$ cat src/rtl/arb_request_buffer.sv
// rtl/arb_request_buffer.sv - four-channel flit buffer feeding a combinational arbiter
// Per-channel FIFOs raise requests; the granted channel is popped into a registered output slot.
module arb_request_buffer #(
    parameter int FLIT_W = 64,
    parameter int DEPTH  = 2
) (
    input  logic                clk,
    input  logic                reset,
    input  logic [3:0]          in_valid,
    input  logic [4*FLIT_W-1:0] in_flit,
    output logic [3:0]          in_ready,
    output logic [3:0]          requests,
    input  logic [1:0]          granted,
    output logic                out_valid,
    output logic [FLIT_W-1:0]   out_flit,
    output logic [1:0]          out_src,
    input  logic                out_ready
);

    localparam int PTR_W = $clog2(DEPTH);
    localparam int CNT_W = PTR_W + 1;

    logic [FLIT_W-1:0] mem_q [4][DEPTH];
    logic [FLIT_W-1:0] mem_d [4][DEPTH];
    logic [PTR_W-1:0]  wptr_q [4];
    logic [PTR_W-1:0]  wptr_d [4];
    logic [PTR_W-1:0]  rptr_q [4];
    logic [PTR_W-1:0]  rptr_d [4];
    logic [CNT_W-1:0]  cnt_q  [4];
    logic [CNT_W-1:0]  cnt_d  [4];

    logic              out_valid_q, out_valid_d;
    logic [FLIT_W-1:0] out_flit_q, out_flit_d;
    logic [1:0]        out_src_q, out_src_d;

    logic [3:0] push;
    logic [3:0] pop;
    logic       grant_ok;
    logic       load;

    // Ready and request come from registered counts only, so no input-to-output paths exist.
    always_comb begin
        for (int i = 0; i < 4; i++) begin
            in_ready[i] = (cnt_q[i] < CNT_W'(DEPTH));
            requests[i] = (cnt_q[i] != '0);
        end
    end

    // The arbiter's index is meaningless when its selected channel is empty.
    assign grant_ok = requests[granted];
    assign load     = grant_ok & (~out_valid_q | out_ready);

    always_comb begin
        mem_d = mem_q;
        for (int i = 0; i < 4; i++) begin
            push[i]   = in_valid[i] & in_ready[i];
            pop[i]    = load & (granted == 2'(i));
            wptr_d[i] = push[i] ? wptr_q[i] + PTR_W'(1) : wptr_q[i];
            rptr_d[i] = pop[i] ? rptr_q[i] + PTR_W'(1) : rptr_q[i];
            cnt_d[i]  = cnt_q[i];
            if (push[i] && !pop[i]) begin
                cnt_d[i] = cnt_q[i] + CNT_W'(1);
            end else if (!push[i] && pop[i]) begin
                cnt_d[i] = cnt_q[i] - CNT_W'(1);
            end
            if (push[i]) begin
                mem_d[i][wptr_q[i]] = in_flit[i*FLIT_W +: FLIT_W];
            end
        end
    end

    always_comb begin
        out_valid_d = out_valid_q;
        out_flit_d  = out_flit_q;
        out_src_d   = out_src_q;
        if (load) begin
            out_valid_d = 1'b1;
            out_flit_d  = mem_q[granted][rptr_q[granted]];
            out_src_d   = granted;
        end else if (out_ready) begin
            out_valid_d = 1'b0;
        end
    end

    always_ff @(posedge clk or posedge reset) begin
        if (reset) begin
            for (int i = 0; i < 4; i++) begin
                wptr_q[i] <= '0;
                rptr_q[i] <= '0;
                cnt_q[i]  <= '0;
            end
            out_valid_q <= 1'b0;
            out_flit_q  <= '0;
            out_src_q   <= 2'd0;
        end else begin
            for (int i = 0; i < 4; i++) begin
                wptr_q[i] <= wptr_d[i];
                rptr_q[i] <= rptr_d[i];
                cnt_q[i]  <= cnt_d[i];
            end
            out_valid_q <= out_valid_d;
            out_flit_q  <= out_flit_d;
            out_src_q   <= out_src_d;
        end
    end

    // Storage is qualified by the counts, so it needs no reset.
    always_ff @(posedge clk) begin
        mem_q <= mem_d;
    end

    assign out_valid = out_valid_q;
    assign out_flit  = out_flit_q;
    assign out_src   = out_src_q;

endmodule

$ cat config.mk
export PLATFORM = sky130hd
export DESIGN_NAME = arb_request_buffer
export DESIGN_NICKNAME = d
export VERILOG_FILES = /design/src/rtl/arb_request_buffer.sv
export SDC_FILE = /design/constraint.sdc
export NUM_CORES = 1
export LEC_CHECK = 0
export ABC_AREA = 0
export BUFFER_PORTS_ARGS = -buffer_cell sky130_fd_sc_hd__buf_2
export CORE_MARGIN = 2
export CORE_UTILIZATION = 55
export CTS_BUF_LIST = sky130_fd_sc_hd__clkbuf_4 sky130_fd_sc_hd__clkbuf_8 sky130_fd_sc_hd__clkbuf_16
export CTS_CLUSTER_DIAMETER = 200
export DETAILED_ROUTE_END_ITERATION = 8
export PLACE_DENSITY = 0.77
export SETUP_SLACK_MARGIN = 0.15
export SYNTH_ARGS = -nofsm -noshare
export SYNTH_HDL_FRONTEND = slang
export SYNTH_SLANG_ARGS = --single-unit
$ cat constraint.sdc
create_clock -name clk -period 9 [get_ports clk]
set_clock_uncertainty 0.15 [all_clocks]
set_input_delay 0.9 -clock clk [delete_from_list [all_inputs] [get_ports clk]]
set_output_delay 0.9 -clock clk [all_outputs]
set_load 0.02 [all_outputs]
Yosys cells after proc, flatten, opt, wreduce, memory -nomap -nowiden
Index checks and enable logic that the tools add are counted.
{"block": "totals", "ff_bits": 595, "inputBits": 265, "out_inout_bits": 75}
{"block": "classes", "n_reduce_logical": 30, "n_eq_ne": 3, "bitwise": 17, "order_cmp": 15, "n_addsub": 16, "n_mux": 33}
{"operator": "128-bit bitwise mux", "count": 4}
{"operator": "64-bit two-way mux", "count": 7}
{"operator": "128-bit binary-select mux with 2-bit select", "count": 1}
{"operator": "64-bit demux with 1-bit select", "count": 4}
{"operator": "128-bit two-way mux", "count": 2}
{"operator": "2-bit nonzero test", "count": 9}
{"operator": "2-bit two-way mux", "count": 8}
{"operator": "1-bit logical AND", "count": 12}
{"operator": "2-bit greater-or-equal comparator, second input constant", "count": 5}
{"operator": "1-bit inverter with 2-bit output", "count": 5}
{"operator": "1-bit bitwise AND", "count": 9}
{"operator": "1-bit adder, second input constant", "count": 8}
{"operator": "2-bit by 1-bit adder with 2-bit output, second input constant", "count": 4}
{"operator": "1-bit zero test", "count": 8}
{"operator": "2-bit by 1-bit less-than comparator with 1-bit output, second input constant", "count": 4}
{"operator": "2-bit less-than comparator, second input constant", "count": 4}
{"operator": "2-bit by 1-bit subtractor with 2-bit output, second input constant", "count": 4}
{"operator": "1-bit two-way mux", "count": 5}
{"operator": "1-bit binary-select mux with 2-bit select", "count": 2}
{"operator": "2-bit == test, second input constant", "count": 2}
{"operator": "3-bit greater-or-equal comparator, second input constant", "count": 1}
{"operator": "2-bit by 3-bit less-than comparator with 1-bit output, second input constant", "count": 1}
{"operator": "2-bit inverter with 3-bit output", "count": 1}
{"operator": "2-bit by 1-bit == test with 1-bit output, second input constant", "count": 1}
{"operator": "3 further kinds", "count": 3}

Longest topological paths before layout
Gate-level depths: netlist of run 1.
{"block": "depth", "depth_word": 8, "depth_mapped": 8}

Least setup slack after synthesis of run 1
OpenSTA, ideal clock, no wires.
{"block": "synth_timing", "path_kind": "input -> register", "startpoint": "in in_valid[3]", "endpoint": "reg mem_q[100] (netlist name) (enable)", "arrival_time_ps": 4020, "slack_ps": 4336, "cell_stages": 2, "t_required_ps": 8356, "cell_sequence": "nor2b_1 > nor2b_1"}
{"block": "synth_via", "elab_chain_len": 1}
{"element": "from (decl)", "line": "9", "text": "input logic [3:0] in_valid,"}
{"element": "1-bit bitwise AND", "line": "56", "text": "push[i] = in_valid[i] & in_ready[i];"}
{"element": "to (signal assigned)", "line": "109", "text": "mem_q <= mem_d;"}
{"element": "to (decl)", "line": "23", "text": "logic [FLIT_W-1:0] mem_q [4][DEPTH];"}
No other way between the ends.
A chain may end at the register's enable or synchronous reset.

Final worst setup path of run 1
{"block": "layout_timing", "startpoint": "in granted[1]", "endpoint": "reg out_flit_q[23] (netlist: out_flit[23])"}
{"block": "layout_via", "elab_chain_len": 8}
{"element": "from (decl)", "line": "13", "text": "input logic [1:0] granted,"}
{"element": "2-bit inverter with 3-bit output (implied by the code)", "line": "78", "text": "out_flit_d = mem_q[granted][rptr_q[granted]];"}
{"element": "1-bit binary-select mux with 2-bit select", "line": "78"}
{"element": "1-bit two-way mux (implied by the code) (2 in a row)", "line": "78"}
{"element": "1-bit inverter with 2-bit output (implied by the code)", "line": "78"}
{"element": "64-bit two-way mux (implied by the code) (3 in a row)", "line": "78"}
{"element": "to (signal assigned)", "line": "102", "text": "out_flit_q <= out_flit_d;"}
{"element": "to (decl)", "line": "33", "text": "logic [FLIT_W-1:0] out_flit_q, out_flit_d;"}
Parallel ways exist; a longest one is shown, timed or not. The select of a mux whose other input is x is not followed.

==> summary.txt, run 1 <==
die height: 207 µm
first-pass GRT wire length: 76.5 mm
nets: 1603
syn_area_per_cell: 23.7 µm²
Netlist cell types: 27
Synth async-reset ratio: 13.9%
CP Class: in2reg
Final Max Tran Viols: 0
filler cell count: 2677
largest net degree at the start of global routing: 72
crit-path max FO: 71
Final Cell Area: 27000 µm²
Worst-Margin Slew: 0.980 ns
final worst path period need: 3.60 ns
DR pass1 iterations: 5
final core utilization: 66.2%
Sink Count: 595
root buf cell: clkbuf_16
Hold-fix buffers, CTS: 0
Yosys top cell area share: 67.5%
post-CTS setup buffers: 0
Peak Freq: 278 MHz
# placed instances: 1806
Syn Nets: 1231
share of cells above drive strength 1: 52.7%
ys flop type: edfxtp_1
die width: 207 µm
cell taking the most area after synthesis: edfxtp_1
clk_lat worst skew: 0.61 ns
initial DRC count: 969
post-cts gate resize count: 0
Final Non-Filler Cells: 1928
Max-slew headroom: 34.6%
CP cell instances: buf_6 -> mux4_4 -> buf_4 -> mux2_2 -> mux2_2
EDFF count, synth: 512
GPL Wtd Cong: 0.763
Core ar.: 40800 µm²
Fin Setup TNS: 0 ns
origin of the worst setup path: granted[1]
most frequent CP cell: mux2_2
Initial Util: 55.8%
Power per Cell Area: 305 nW/µm²
Mapped Cells: 962
Hold WC Path Type: in2async
Worst path max stage delay: 0.95 ns
Max IR drop VDD: 0.000198 V
startpoint class of the critical path: input pin
R2R Path Start: cnt_q[4]
Reg area: 17500 µm²
GRT Resource Usage Total: 24.6%
main area contributors after synthesis: edfxtp_1 (68%), mux4_2 (13%), dfrtp_1 (9.1%)
via count: 11.2k
outcome: complete, no violations
setup ws final: 5.40 ns
CP Data Required Time: 9.34 ns
Setup Viol. Count Final: 0
area of placed instances: 25000 µm²
Max-cap violations: 0
clock buffer depth: 3
Synth warnings: 0
Vias/cell: 5.81
I/O pin count: 340
Data arrival, critical path: 3.93 ns
total CTS buffers: 58
CTS clk-pin slew, worst paths: 0.06 ns
WL/cell: 27.2 µm
number of I/O port buffers: 339
Crit. End Element: flop
DP HPWL: 31.5 mm
Final Hold Vio Count: 0
row cnt: 74
Detail Route Antenna Nets: 0
vias in the first global route: 12.3k
top cells by count, synth: edfxtp_1 (512), mux4_2 (129), dfrtp_1 (83), mux2_2 (70), mux2_4 (60)
Synth-to-Final Area Change: 18.8%
Seq/Total Area, Yosys: 76.6%
DRC viols: 0
count leader, synth: edfxtp_1
die area: 43000 µm²
dpl ws: 4.81 ns
Leak: 9.87 nW
Tcrit/Tclk final: 40.0%
area of the multi-input gates: 5060 µm²
H-tree depth: 2
Total Wirelength: 52.5 mm
area of the mapped netlist: 22800 µm²
grt total ovfl: 0
initial antenna violation count: 15
number of synthesized register bits: 595
critical path's slowest cell: mux4_4
RSZ-0062 raised after global routing: no
TritonCTS clock tree: built
==> sequential cells by signal (all words and copies together) (netlist names) <==
name and count:
cnt_q 8, mem_q 512, out_flit 64, out_src 2
out_valid 1, rptr_q 4, wptr_q 4
==> cells by family (layout without fill, tap and decap cells) <==
family,Yosys count,count (layout),synth area share [%]
AOI/OAI and AO/OA,3,3,0.110
xor gates and xnor gates,20,20,0.769
adders and majority gates,4,4,0.220
buffers and inverters,51,472,1.36
DFF,595,595,76.6
muxes,259,259,20.2
other,0,13,0
and+or+nand+nor,30,30,0.720
==> final cells by class <==
| type | count | share of cell area, % |
|---|---|---|
| Tap cell | 532 | 2.46 |
| Inverter | 7 | 0.106 |
| Sequential cell | 595 | 64.5 |
| Timing Repair Buffer | 356 | 6.81 |
| Antenna cell | 13 | 0.120 |
| Multi-Input combinational cell | 316 | 18.7 |
| Clock inverter | 32 | 1.11 |
| Clock buffer | 77 | 6.16 |
==> layer usage <==
layer | up-vias | part of all wire, % | GRT usage (%)
li1 | 4732 | - | -
met1 | 5839 | 39 | 32.5
met3 | 93 | 8.2 | 5.30
met4 | 10 | 2.3 | 7.81
met2 | 535 | 51 | 41.2
met5 | - | 0.13 | 0
==> critical path: cells and delay by family <==
kind	cells	cell delay (ns)
buffers and inverters	2	1.23
multiplexers	3	1.63
==> power breakdown <==
part	switching [mW]	internal, mW	total, mW
clock	1.01	1.45	2.45
sequential	0.232	3.68	3.92
combinational	1.07	0.805	1.87
total	2.31	5.94	8.24
==> placed cells by master (no fill, tap or decap), types with 2 or more instances in the layout <==
| cell | count |
|---|---|
| nand2_1 | 2 |
| clkinv_4 | 2 |
| xnor2_1 | 12 |
| inv_6 | 2 |
| clkbuf_16 | 61 |
| nor2b_4 | 4 |
| mux2_4 | 60 |
| buf_4 | 17 |
| nand3_1 | 2 |
| buf_2 | 337 |
| diode_2 | 13 |
| clkinv_2 | 12 |
| mux2_2 | 70 |
| or2_2 | 2 |
| nor2b_1 | 5 |
| ha_1 | 4 |
| dfrtp_1 | 83 |
| edfxtp_1 | 512 |
| clkinvlp_4 | 4 |
| bufinv_16 | 5 |
| mux4_2 | 128 |
| inv_1 | 6 |
| xor2_1 | 8 |
| clkbuf_8 | 3 |
| clkinv_1 | 7 |
| nor2_1 | 7 |
| clkbuf_4 | 13 |
| and2_4 | 4 |
==> stage by stage <==
stage | hold slack [ns] | power (mW)
after floorplan | 0.291 | 5.18
after global placement | 0.310 | 5.79
after detailed placement | 0.318 | 5.86
after CTS | 0.152 | 8.31
after global routing | 0.186 | 8.54
final | 0.160 | 8.24
==> path summary, 6_finish.rpt <==
| path | to | slack (ns) | cells past startpoint |
|---|---|---|---|
| worst max-delay path | out_flit[23] | 5.40 | 5 |
| worst min-delay path | out_flit[40] | 0.16 | 2 |
| worst max register to register | out_flit[54] | 6.00 | 5 |
| worst min register to register | rptr_q[2] | 0.34 | 1 |
| max in group asynchronous | out_flit[12] | 7.26 | 3 |
| min in group clk | mem_q[205] | 0.33 | 1 |
Note: power is estimated with default switching activity, not from simulation.
==> run 2, diff against run 1 <==
--- a/config.mk
+++ b/config.mk
@@ -5,14 +5,14 @@
 export SDC_FILE = /design/constraint.sdc
 export NUM_CORES = 1
 export LEC_CHECK = 0
-export ABC_AREA = 0
+export ABC_AREA = 1
 export BUFFER_PORTS_ARGS = -buffer_cell sky130_fd_sc_hd__buf_2
 export CORE_MARGIN = 2
-export CORE_UTILIZATION = 55
+export CORE_UTILIZATION = 52
 export CTS_BUF_LIST = sky130_fd_sc_hd__clkbuf_4 sky130_fd_sc_hd__clkbuf_8 sky130_fd_sc_hd__clkbuf_16
 export CTS_CLUSTER_DIAMETER = 200
 export DETAILED_ROUTE_END_ITERATION = 8
-export PLACE_DENSITY = 0.77
+export PLACE_DENSITY = 0.76
 export SETUP_SLACK_MARGIN = 0.15
 export SYNTH_ARGS = -nofsm -noshare
 export SYNTH_HDL_FRONTEND = slang
==> constraint.sdc (replaced) <==
create_clock -name clk -period 3.28 [get_ports clk]
set_clock_uncertainty 0.15 [all_clocks]
set_input_delay 0.328 -clock clk [delete_from_list [all_inputs] [get_ports clk]]
set_output_delay 0.328 -clock clk [all_outputs]
set_load 0.02 [all_outputs]
==> summary.txt, run 2 <==
CP cell instances: inv_1 -> nand2_1 -> nor2_4 -> buf_12
CTS clk-pin slew, worst paths: 0.06 ns
initial antenna violation count: 9
DR pass1 iterations: 6
hold depth: 3
die width: 221 µm
critical path's slowest cell: nor2_4
die area: 48800 µm²
final core utilization: 67.5%
outcome: complete, no violations
Crit. End Element: flop
startpoint class of the critical path: flop
clk_lat worst skew: 0.62 ns
worst setup path end: mem_q[390]
Initial Util: 52.7%
origin of the worst setup path: cnt_q[7]
Leak: 14.2 nW
Hold WC Path Type: in2reg
Power per Cell Area: 725 nW/µm²
Seq/Total Area, Yosys: 71.3%
setup ws final: 1.10 ns
Largest Register: mem_q
Core ar.: 46500 µm²
final worst path period need: 2.18 ns
CP Class: reg2reg
WL/cell: 19.5 µm
initial DRC count: 2036
syn_area_per_cell: 10.3 µm²
count leader, synth: nand2_1
Sink Count: 595
nets: 3213
Total Wirelength: 70.5 mm
Syn Nets: 2635
via count: 19.1k
met1 Usage GRT: 35.2%
met3 usage: 6.09%
crit-path max FO: 26
R2R Path Start: cnt_q[7]
Max-slew headroom: 48.1%
share of cells above drive strength 1: 16.4%
Setup Viol. Count Final: 0
Synth async-reset ratio: 13.9%
Worst path max stage delay: 0.65 ns
DP HPWL: 39.4 mm
most frequent cells in the layout: nand2_1 (1565), edfxtp_1 (512), buf_2 (337)
GPL Wtd Cong: 0.848
Stages on worst setup path: 4
largest net degree at the start of global routing: 125
worst hold slack: 0.0472 ns
Synth-to-Final Area Change: 28.2%
TritonCTS clock tree: built
Mapped Cells: 2366
dpl ws: 0.691 ns
met2 usage: 49.2%
main area contributors after synthesis: edfxtp_1 (63%), nand2_1 (24%), dfrtp_1 (8.5%)
area of the mapped netlist: 24500 µm²
Worst-Margin Slew: 0.776 ns
FF-to-FF path depth: 4
DRC viols: 0
filler cell count: 3276
Yosys top cell area share: 62.8%
row cnt: 79
root buf cell: clkbuf_16
worst path buffer plus inverter count: 2
H-tree depth: 2
GRT Resource Usage Total: 28.5%
area of placed instances: 26800 µm²
number of flip-flops in the largest register: 512
ys flop type: edfxtp_1
number of synthesized register bits: 595
vias in the first global route: 19.5k
EDFF count, synth: 512
Detail Route Antenna Nets: 0
Reg2Reg Setup Slack: 1.10 ns
RSZ-0062 raised after global routing: no
top cells by count, synth: nand2_1 (1565), edfxtp_1 (512), dfrtp_1 (83), buf_2 (65)
Tcrit/Tclk final: 66.5%
die height: 221 µm
Reg area: 17500 µm²
post-cts gate resize count: 0
Max IR drop VDD: 0.000556 V
total CTS buffers: 60
GR peak layer: met2
Final Cell Area: 31400 µm²
Worst path top cell family by delay: simple AND/OR/NAND/NOR gates
I/O pin count: 340
number of I/O port buffers: 339
Fin Setup TNS: 0 ns
commonest non-fill, non-tap cell in the layout: nand2_1
Synth warnings: 0
cell taking the most area after synthesis: edfxtp_1
Final Max Tran Viols: 0
Peak Freq: 459 MHz
area of the multi-input gates: 6330 µm²
FF-to-FF End: mem_q[390]
CP Data Required Time: 3.44 ns
Vias/cell: 5.29
Data arrival, critical path: 2.34 ns
first-pass GRT wire length: 107 mm
Max-cap violations: 0
clock buffer depth: 3
grt total ovfl: 0
Netlist cell types: 24
Final Hold Vio Count: 0
run 2: layout make-up:
| type | count | share of cell area, % |
|---|---|---|
| inverter | 33 | 0.443 |
| multi-input combinational | 1627 | 20.2 |
| clock inverter | 30 | 0.770 |
| sequential | 595 | 55.6 |
| timing repair buffer | 627 | 15.0 |
| antenna | 7 | 0.0559 |
| clock buffer | 84 | 5.53 |
| tap | 607 | 2.42 |
run 2: kinds of logic after synthesis:
group	synth area share, %
simple gates	24.8
flops	71.3
buf+inv	3.06
xor+xnor	0.430
compound gates	0.205
fa+ha+maj	0.205
run 2: how the worst min path moves through the flow:
stage,from,endpoint,slack [ns]
2_1_floorplan,in_flit[192],mem_q[0],0.28
3_3_place_gp,reset,out_flit[62],0.30
3_5_place_dp,reset,out_flit[0],0.30
4_1_cts,in_valid[2],wptr_q[1],0.03
5_1_grt,in_valid[2],wptr_q[1],0.05
6_report,in_valid[2],wptr_q[1],0.05
run 2: per-layer routing:
metal  up-vias  wire length, µm  share of wire, %
met4         6             2380               3.4
li1       8761                -                 -
met3       199             6500               9.2
met5         -               38             0.054
met1      9051            26100                37
met2      1075            35400                50
run 2: metrics by stage:
step,total power [mW],cells
after detailed placement,15.7,3231
final,22.7,3610
after global routing,23.7,3609
after floorplan,13.6,2366
after CTS,22.7,3603
after global placement,15.5,3231
run 2: timing repair:
item                                   4_1_cts  5_1_grt
buffers inserted                             0        0
endpoints found under the hold margin      546        0
hold buffers                               258        0
run 2: where the power goes:
group	switching (mW)	leakage, nW	internal (mW)	total, mW
Clock	2.91	0.987	3.93	6.84
Sequential	0.612	5.73	9.99	10.6
Combinational	3.72	7.53	1.56	5.29
Total	7.24	14.2	15.5	22.7
run 2: worst min-delay path, stage by stage:
cell and delay, ns:
buf_2 0.10, nand2_1 0.25, xor2_1 0.10
